File: src/rtl/snoop_cache_ctrl.sv
// snoop_cache_ctrl: direct-mapped write-back/write-allocate MESI snooping cache, one word per line.
// CACHE_EXCLUSIVE_EN enables the E state; without it the controller runs plain MSI.
module snoop_cache_ctrl #(
   parameter int ADDR_W    = 32,
   parameter int DATA_W    = 32,
   parameter int NUM_LINES = 16,
   parameter int PROC_ID_W = 2,
   parameter int PROC_ID   = 0
) (
   input  logic                 clk,
   input  logic                 rst_n,
   input  logic                 cpu_req,
   input  logic                 cpu_wr,
   input  logic [ADDR_W-1:0]    cpu_addr,
   input  logic [DATA_W-1:0]    cpu_wdata,
   output logic                 cpu_ready,
   output logic [DATA_W-1:0]    cpu_rdata,
   output logic                 bus_req,
   input  logic                 bus_gnt,
   output logic [1:0]           bus_cmd,
   output logic [ADDR_W-1:0]    bus_addr,
   output logic [DATA_W-1:0]    bus_wdata,
   output logic [PROC_ID_W-1:0] bus_proc_id,
   input  logic                 bus_done,
   input  logic [DATA_W-1:0]    bus_rdata,
   input  logic                 bus_shared_in,
   input  logic                 snoop_valid,
   input  logic [1:0]           snoop_cmd,
   input  logic [ADDR_W-1:0]    snoop_addr,
   input  logic [PROC_ID_W-1:0] snoop_proc_id,
   output logic                 snoop_shared,
   output logic                 snoop_flush,
   output logic [DATA_W-1:0]    snoop_data,
   output logic [1:0]           state_dbg
);
   localparam int IDX_W = $clog2(NUM_LINES);
   localparam int TAG_W = ADDR_W - IDX_W;
   localparam logic [1:0] LI = 2'd0, LS = 2'd1, LE = 2'd2, LM = 2'd3;
   localparam logic [1:0] CMD_RD = 2'd1, CMD_RDX = 2'd2, CMD_WRBK = 2'd3;
`ifdef CACHE_EXCLUSIVE_EN
   localparam logic EXCL = 1'b1;
`else
   localparam logic EXCL = 1'b0;
`endif

   typedef enum logic [1:0] {IDLE, WRBK, FETCH, RESP} fsmState_t;

   fsmState_t fsm;
   logic [1:0]        lineState [NUM_LINES];
   logic [TAG_W-1:0]  tagMem    [NUM_LINES];
   logic [DATA_W-1:0] dataMem   [NUM_LINES];

   logic [IDX_W-1:0] cIdx, sIdx;
   logic [TAG_W-1:0] cTag, sTag;
   logic             cHit, snoopAct, snoopBlock;

   assign cIdx = cpu_addr[IDX_W-1:0];
   assign cTag = cpu_addr[ADDR_W-1:IDX_W];
   assign sIdx = snoop_addr[IDX_W-1:0];
   assign sTag = snoop_addr[ADDR_W-1:IDX_W];
   assign cHit = lineState[cIdx] != LI && tagMem[cIdx] == cTag;

   // Only foreign BusRd/BusRdX hitting a valid line have any effect here.
   assign snoopAct = snoop_valid && snoop_proc_id != PROC_ID_W'(PROC_ID) &&
                     (snoop_cmd == CMD_RD || snoop_cmd == CMD_RDX) &&
                     lineState[sIdx] != LI && tagMem[sIdx] == sTag;
   assign snoopBlock   = snoopAct && sIdx == cIdx;
   assign snoop_shared = snoopAct;
   assign snoop_flush  = snoopAct && lineState[sIdx] == LM;
   assign snoop_data   = snoop_flush ? dataMem[sIdx] : '0;
   assign state_dbg    = lineState[cIdx];
   assign bus_proc_id  = bus_req ? PROC_ID_W'(PROC_ID) : '0;

   always_ff @(posedge clk or negedge rst_n) begin
      if (!rst_n) begin
         fsm       <= IDLE;
         cpu_ready <= 1'b0;
         cpu_rdata <= '0;
         bus_req   <= 1'b0;
         bus_cmd   <= '0;
         bus_addr  <= '0;
         bus_wdata <= '0;
         for (int i = 0; i < NUM_LINES; i++) begin
            lineState[i] <= LI;
            tagMem[i]    <= '0;
            dataMem[i]   <= '0;
         end
      end else begin
         cpu_ready <= 1'b0;
         // Local updates below are issued later, so a fill at the same index overrides a snoop.
         if (snoopAct) lineState[sIdx] <= (snoop_cmd == CMD_RD) ? LS : LI;
         case (fsm)
            IDLE: if (cpu_req && !snoopBlock) begin
               if (cHit && (!cpu_wr || lineState[cIdx][1])) begin
                  if (cpu_wr) begin
                     dataMem[cIdx]   <= cpu_wdata;
                     lineState[cIdx] <= LM;
                  end
                  cpu_rdata <= cpu_wr ? cpu_wdata : dataMem[cIdx];
                  cpu_ready <= 1'b1;
                  fsm       <= RESP;
               end else if (!cHit && lineState[cIdx] == LM) begin
                  fsm       <= WRBK;
                  bus_req   <= 1'b1;
                  bus_cmd   <= CMD_WRBK;
                  bus_addr  <= {tagMem[cIdx], cIdx};
                  bus_wdata <= dataMem[cIdx];
               end else begin
                  fsm      <= FETCH;
                  bus_req  <= 1'b1;
                  bus_cmd  <= cpu_wr ? CMD_RDX : CMD_RD;
                  bus_addr <= cpu_addr;
               end
            end
            WRBK: if (bus_gnt && bus_done) begin
               lineState[cIdx] <= LI;
               fsm             <= FETCH;
               bus_cmd         <= cpu_wr ? CMD_RDX : CMD_RD;
               bus_addr        <= cpu_addr;
               bus_wdata       <= '0;
            end
            FETCH: if (bus_gnt && bus_done) begin
               tagMem[cIdx]    <= cTag;
               dataMem[cIdx]   <= (bus_cmd == CMD_RD) ? bus_rdata : cpu_wdata;
               cpu_rdata       <= (bus_cmd == CMD_RD) ? bus_rdata : cpu_wdata;
               lineState[cIdx] <= (bus_cmd == CMD_RDX) ? LM : (EXCL && !bus_shared_in) ? LE : LS;
               cpu_ready       <= 1'b1;
               fsm             <= RESP;
               bus_req         <= 1'b0;
               bus_cmd         <= '0;
               bus_addr        <= '0;
            end
            default: fsm <= IDLE;
         endcase
      end
   end
endmodule

File: config.mk
export PLATFORM = sky130hd
export DESIGN_NAME = snoop_cache_ctrl
export DESIGN_NICKNAME = d
export VERILOG_FILES = /design/src/rtl/snoop_cache_ctrl.sv
export SDC_FILE = /design/constraint.sdc
export NUM_CORES = 2
export LEC_CHECK = 0
export BUFFER_PORTS_ARGS = -buffer_cell sky130_fd_sc_hd__buf_4
export CORE_MARGIN = 2
export CORE_UTILIZATION = 50
export CTS_CLUSTER_SIZE = 28
export DETAILED_ROUTE_END_ITERATION = 8
export PLACE_DENSITY = 0.68
export REMOVE_ABC_BUFFERS = 1
export SYNTH_ARGS = -nofsm -noshare
export SYNTH_HDL_FRONTEND = slang
export SYNTH_SLANG_ARGS = --single-unit
File: constraint.sdc
create_clock -name clk -period 7.1 [get_ports clk]
set_clock_uncertainty 0.1 [all_clocks]
set_input_delay 0.71 -clock clk [delete_from_list [all_inputs] [get_ports clk]]
set_output_delay 0.71 -clock clk [all_outputs]
set_load 0.01 [all_outputs]
Word-level counts from Yosys, hierarchy flattened

Index checks and enable logic that the tools add are counted.

Register bits: 1094
Bits of input ports: 140
Output and inout port bits: 138
Logic and storage cells: 197

$lt $le $gt $ge: 4
Equality and inequality tests: 18
Multiplexer cells: 83
Bitwise logic cells: 5
Reduce and logical (&&, ||, !) cells: 32

Operators with widths:

| operator           | number |
|---|---|
| $mux 512           | 4 |
| $bwmux 512         | 2 |
| $pmux 512 s2       | 1 |
| $mux 32            | 25 |
| $bwmux 448         | 1 |
| $bmux 32 s4        | 2 |
| $bmux 28 s4        | 2 |
| $pmux 32 s3        | 2 |
| $mux 28            | 5 |
| $demux 32 s4       | 1 |
| $pmux 32 s2        | 2 |
| $demux 28 s4       | 1 |
| $bwmux 32          | 2 |
| $eq 28x28->1       | 2 |
| $mux 2             | 18 |
| $and 32x32->32     | 1 |
| $not 32->32        | 1 |
| $or 32x32->32      | 1 |
| $bmux 2 s4         | 2 |
| $demux 2 s4        | 2 |
| $reduce_and 5->1   | 3 |
| $ne 2x2->1 const B | 7 |
| $logic_and 1x1->1  | 13 |
| $pmux 2 s3         | 2 |
| 16 further kinds   | 40 |

Depth between registers and ports, before layout

Word-level depth: 13
Gate-level depth with buffers: 18
Mapped depth without buffers: 11

Worst setup path after synthesis

No wires, ideal clock.

Kind: input to output
Start: input port snoop_addr[3]
End: output port snoop_data[22]
Arrival: 4073 ps
Required time: 6290 ps
Slack: 2217 ps
Cell stages on the path: 12
Buffers on the path: 5
Path through: clkbuf_1 -> buf_2 -> buf_1 -> mux4_2 -> mux2i_1 -> xor2_1 -> a41oi_1 -> or3_1 -> nor4_2 -> clkbuf_1 -> clkbuf_1 -> and3_1

Cells in the longest elaborated chain, start to end: 9
Elaborated cells between the ends (all ways): 17
Those cells by class: eq/ne: 2; mux: 10; bitwise: 1; reduce/logical: 4

RTL lines:

| item                                                | RTL line   | RTL |
|---|---|---|
| start, declared                                     | 29         | `input logic [ADDR_W-1:0] snoop_addr,` |
| $not 4->5 (implied by the code) (*)                 | 66, 69, 70 |  |
| branches (longest 7 deep; another with $bmux 28 s4) | --         |  |
| $mux 32 (*)                                         | 70         | `assign snoop_data = snoop_flush ? dataMem[sIdx] : '0;` |
| end, declared                                       | 33         | `output logic [DATA_W-1:0] snoop_data,` |

Mark *: on every way between the ends. The select of a mux whose other input is x is not followed.

Worst setup path after layout

Start: input port snoop_addr[3]
End: output port snoop_data[25]

The elaborated chain is that of the path after synthesis.

==> reports/summary.md <==
### Synth
- 62400 sq um — netlist area before placement
- 1094 x sky130_fd_sc_hd__dfrtp_1, 633 x sky130_fd_sc_hd__mux2_2, 486 x sky130_fd_sc_hd__mux4_2 — top cell types by occurrence after synthesis
- sky130_fd_sc_hd__dfrtp_1 — dominant register cell in the synthesized netlist
- 13.4 sq um — mean cell area of the mapped netlist
- sky130_fd_sc_hd__dfrtp_1 — most area-hungry cell type in the Yosys netlist
- 0 — YS warnings
- 43.9% — fraction of post-synthesis cell area in the top cell type by area
- 43.9% — part of the Yosys area used for sequential elements
- sky130_fd_sc_hd__dfrtp_1 44%, sky130_fd_sc_hd__mux4_2 18%, sky130_fd_sc_hd__mux2_2 11% — top cells by area in the synthesized netlist
- 0 — number of enable-type register cells in the synthesized netlist
- 90 — Netlist cell types
- 1094 — number of register bits inferred by synthesis
- 4655 — synthesized netlist cell count
- sky130_fd_sc_hd__dfrtp_1 — most instantiated library cell after synthesis
- 100% — Async S/R FF share, synth

### Layout
- 32800 sq um — total area of multi-input combinational cells
- 37.3% — fraction of final layout cells with drive strength greater than 1
- 12.1% — Synth-to-Final Area Change
- 27400 sq um — FF+latch area
- 4871 — number of nets in the finished design
- 69900 sq um — final design area excluding fillers
- 10056 — Layout fillers

### Power and ir drop
- 7410 uW — Switching Power
- 32.6% — Switching Fraction
- 0.0317 uW — Static Leakage
- 326 nW/um^2 — power density relative to cell area
- 317 uV — VDD IR max
- 15300 uW — cell-internal power
- 40.3% — portion of total power attributed to sequential cells
- 30.5% — fraction of power consumed by combinational cells
- 29.2% — Clk network pwr share
- 22800 uW — Overall Power

### Floorplan
- 129 — row cnt
- 50.4% — effective utilization at floorplan
- 357 um — horizontal die dimension
- 128000 sq um — full die area
- 357 um — die span in y
- 278 — I/O pin count
- 124000 sq um — area of the placeable core

### Clock tree
- 3 — buffer levels on the longest clock path
- 60 ps — post-CTS clock slew at the launch and capture registers of the worst setup and hold paths
- sky130_fd_sc_hd__clkbuf_16 — root buffer cell
- 1 — hold buffers post-CTS
- 0 — Resize count post-CTS
- built — clock tree from TritonCTS
- 0 — post-CTS repair timing setup buffer count
- 780 ps — Skew-Pair Late Insertion Delay
- 1094 — clock sink count
- 3 — number of H-tree branching levels
- 118 — CTS buffer count

### Global routing
- 31.3% — GRT Overall Usage
- 6 — initial antenna violation count
- 43788 — vias in the first global route
- 296 mm — wire length of the first global-routing pass
- 0 — Overflow after GRT
- 172 — maximum number of pins on one net before global-route repair

### Worst hold path
- tagMem[130] — worst hold path endpoint
- primary input to flop — type of the tightest min-delay check
- 2 — Worst Hold Path Cells
- cpu_addr[22] — Hold Crit Start

### STA
- false — RSZ-0062 raised after global routing
- 0 — number of slew-limit violations in the final report
- 174 ps — worst-case hold slack
- 0.171 GHz — maximum operating frequency
- 18.4% — worst slew margin relative to its limit
- 5860 ps — shortest clock period the worst path allows after layout
- 1220 ps — transition at the pin with the smallest max-transition slack
- 0 ps — setup tns final
- 0 — final count of negative-setup-slack endpoints
- 0 — Hold Violations, Final
- 82.6% — share of the clock period used by the worst path after layout

### Worst setup path
- 2040 ps — slack of the worst reg-to-reg path
- primary input — crit start category
- 69 — maximum fanout along the worst path
- tagMem[3] — RR Startpoint
- 5050 ps — crit path DAT
- primary input to output pin — kind of critical path
- 10 — Worst R2R Path Depth
- output pin — crit end category
- dataMem[220] — Reg-to-Reg End
- 6290 ps — required time worst endpoint

### Run
- 0 — number of violations of the max-capacitance limit

### Drt
- 28 — DRC violations left
- 9 — number of iterations in the first detailed-routing pass
- 0 — antenna-violating nets left
- 200 mm — Detailed Route WL
- 43656 — via count
- 6.75 — via density per instance
- 4907 — drt first-iter violations
- 30.9 um — final routed wire length divided by cell count

### Placed design
- 274 — I/O Buffers
- 65700 sq um — Placed Area
- 121 mm — Final HPWL DP
- 0.966 — final weighted congestion in routability-driven placement

### Run status
- DRC — violations in the final reports
- finished with violations — outcome

-- cell families after synthesis --
kind of cell	synth area share (%)
simple gates	5.68
buf+inv	3.84
fa+ha+maj	0.100
mux	39.4
xor+xnor	1.21
other cells	0.00601
compound gates	5.86
flops	43.9
-- power groups by stage --
| stage | Clock [uW] | Sequential, uW | Combinational (uW) |
|---|---|---|---|
| 3_5_place_dp | 0 | 9230 | 6870 |
| 5_1_grt | 6940 | 9400 | 7380 |
| 2_1_floorplan | 0 | 8920 | 4470 |
| 6_report | 6630 | 9180 | 6940 |
| 3_3_place_gp | 0 | 9110 | 6730 |
| 4_1_cts | 6680 | 9140 | 6900 |
-- how the worst max path moves through the flow --
stage / start / to / slack, ps
2_1_floorplan: cpu_addr[0] / bus_wdata[31] / 410
3_3_place_gp: snoop_addr[3] / dataMem[488] / 1030
3_5_place_dp: snoop_addr[3] / dataMem[505] / 960
4_1_cts: snoop_addr[3] / snoop_data[25] / 1350
5_1_grt: snoop_addr[3] / snoop_data[25] / 1180
6_report: snoop_addr[3] / snoop_data[25] / 1240
-- cells in the final DEF, fill, tap and decap left out, drive strengths merged, types with 37 or more instances in the layout --
cell type  count
buf          404
a211oi        38
dfrtp       1094
a22oi         48
o211ai        37
o22ai         41
a31oi         42
and2          45
a21oi         53
and3          37
o21ai        136
xnor2         57
mux2        1003
nand3         76
clkbuf       165
nor2          75
nand2        352
mux4         487
mux2i        230
-- worst max-delay path: stages --
cell	delay (ps)
sky130_fd_sc_hd__buf_8	470
sky130_fd_sc_hd__buf_4	400
sky130_fd_sc_hd__mux4_2	340
sky130_fd_sc_hd__a22o_1	250
sky130_fd_sc_hd__a221oi_1	650
sky130_fd_sc_hd__xor2_1	230
sky130_fd_sc_hd__o2111ai_1	120
sky130_fd_sc_hd__nand4bb_1	340
sky130_fd_sc_hd__nor4_4	410
sky130_fd_sc_hd__buf_12	370
sky130_fd_sc_hd__and3_1	380
sky130_fd_sc_hd__buf_4	180
-- routing by layer --
layer  track usage [%]  share of wire, %  up-vias
met5                 0             0.012        -
met4              12.8               4.5        4
met3              6.47               8.7      464
met2              49.0                46     2189
met1              42.9                40    23145
li1                  -                 -    17854
-- stage by stage --
stage / setup WS [ps] / instances / util, %
finish: 1240 / 6466 / 56.4
global route: 1180 / 6465 / 56.4
CTS: 1350 / 6465 / 56.4
detailed placement: 958 / 6242 / 53.0
global placement: 1030 / 6242 / 53.0
floorplan: 409 / 4201 / -
-- sequential cells by signal (all words and copies together), names as in the netlist --
register	flops
bus_addr	32
fsm	2
cpu_ready	1
dataMem	512
bus_wdata	32
cpu_rdata	32
bus_cmd	2
bus_req	1
lineState	32
tagMem	448
-- cell type report --
type | count | area share, %
clock inverters | 57 | 1.05
multi-input cells | 3079 | 46.9
repair buffers | 405 | 4.82
inverters | 28 | 0.152
clock buffers | 165 | 4.97
flip-flops and latches | 1094 | 39.2
well taps | 1637 | 2.93
diodes | 1 | 0.00358
No activity file was read; power rests on OpenSTA's default activity.
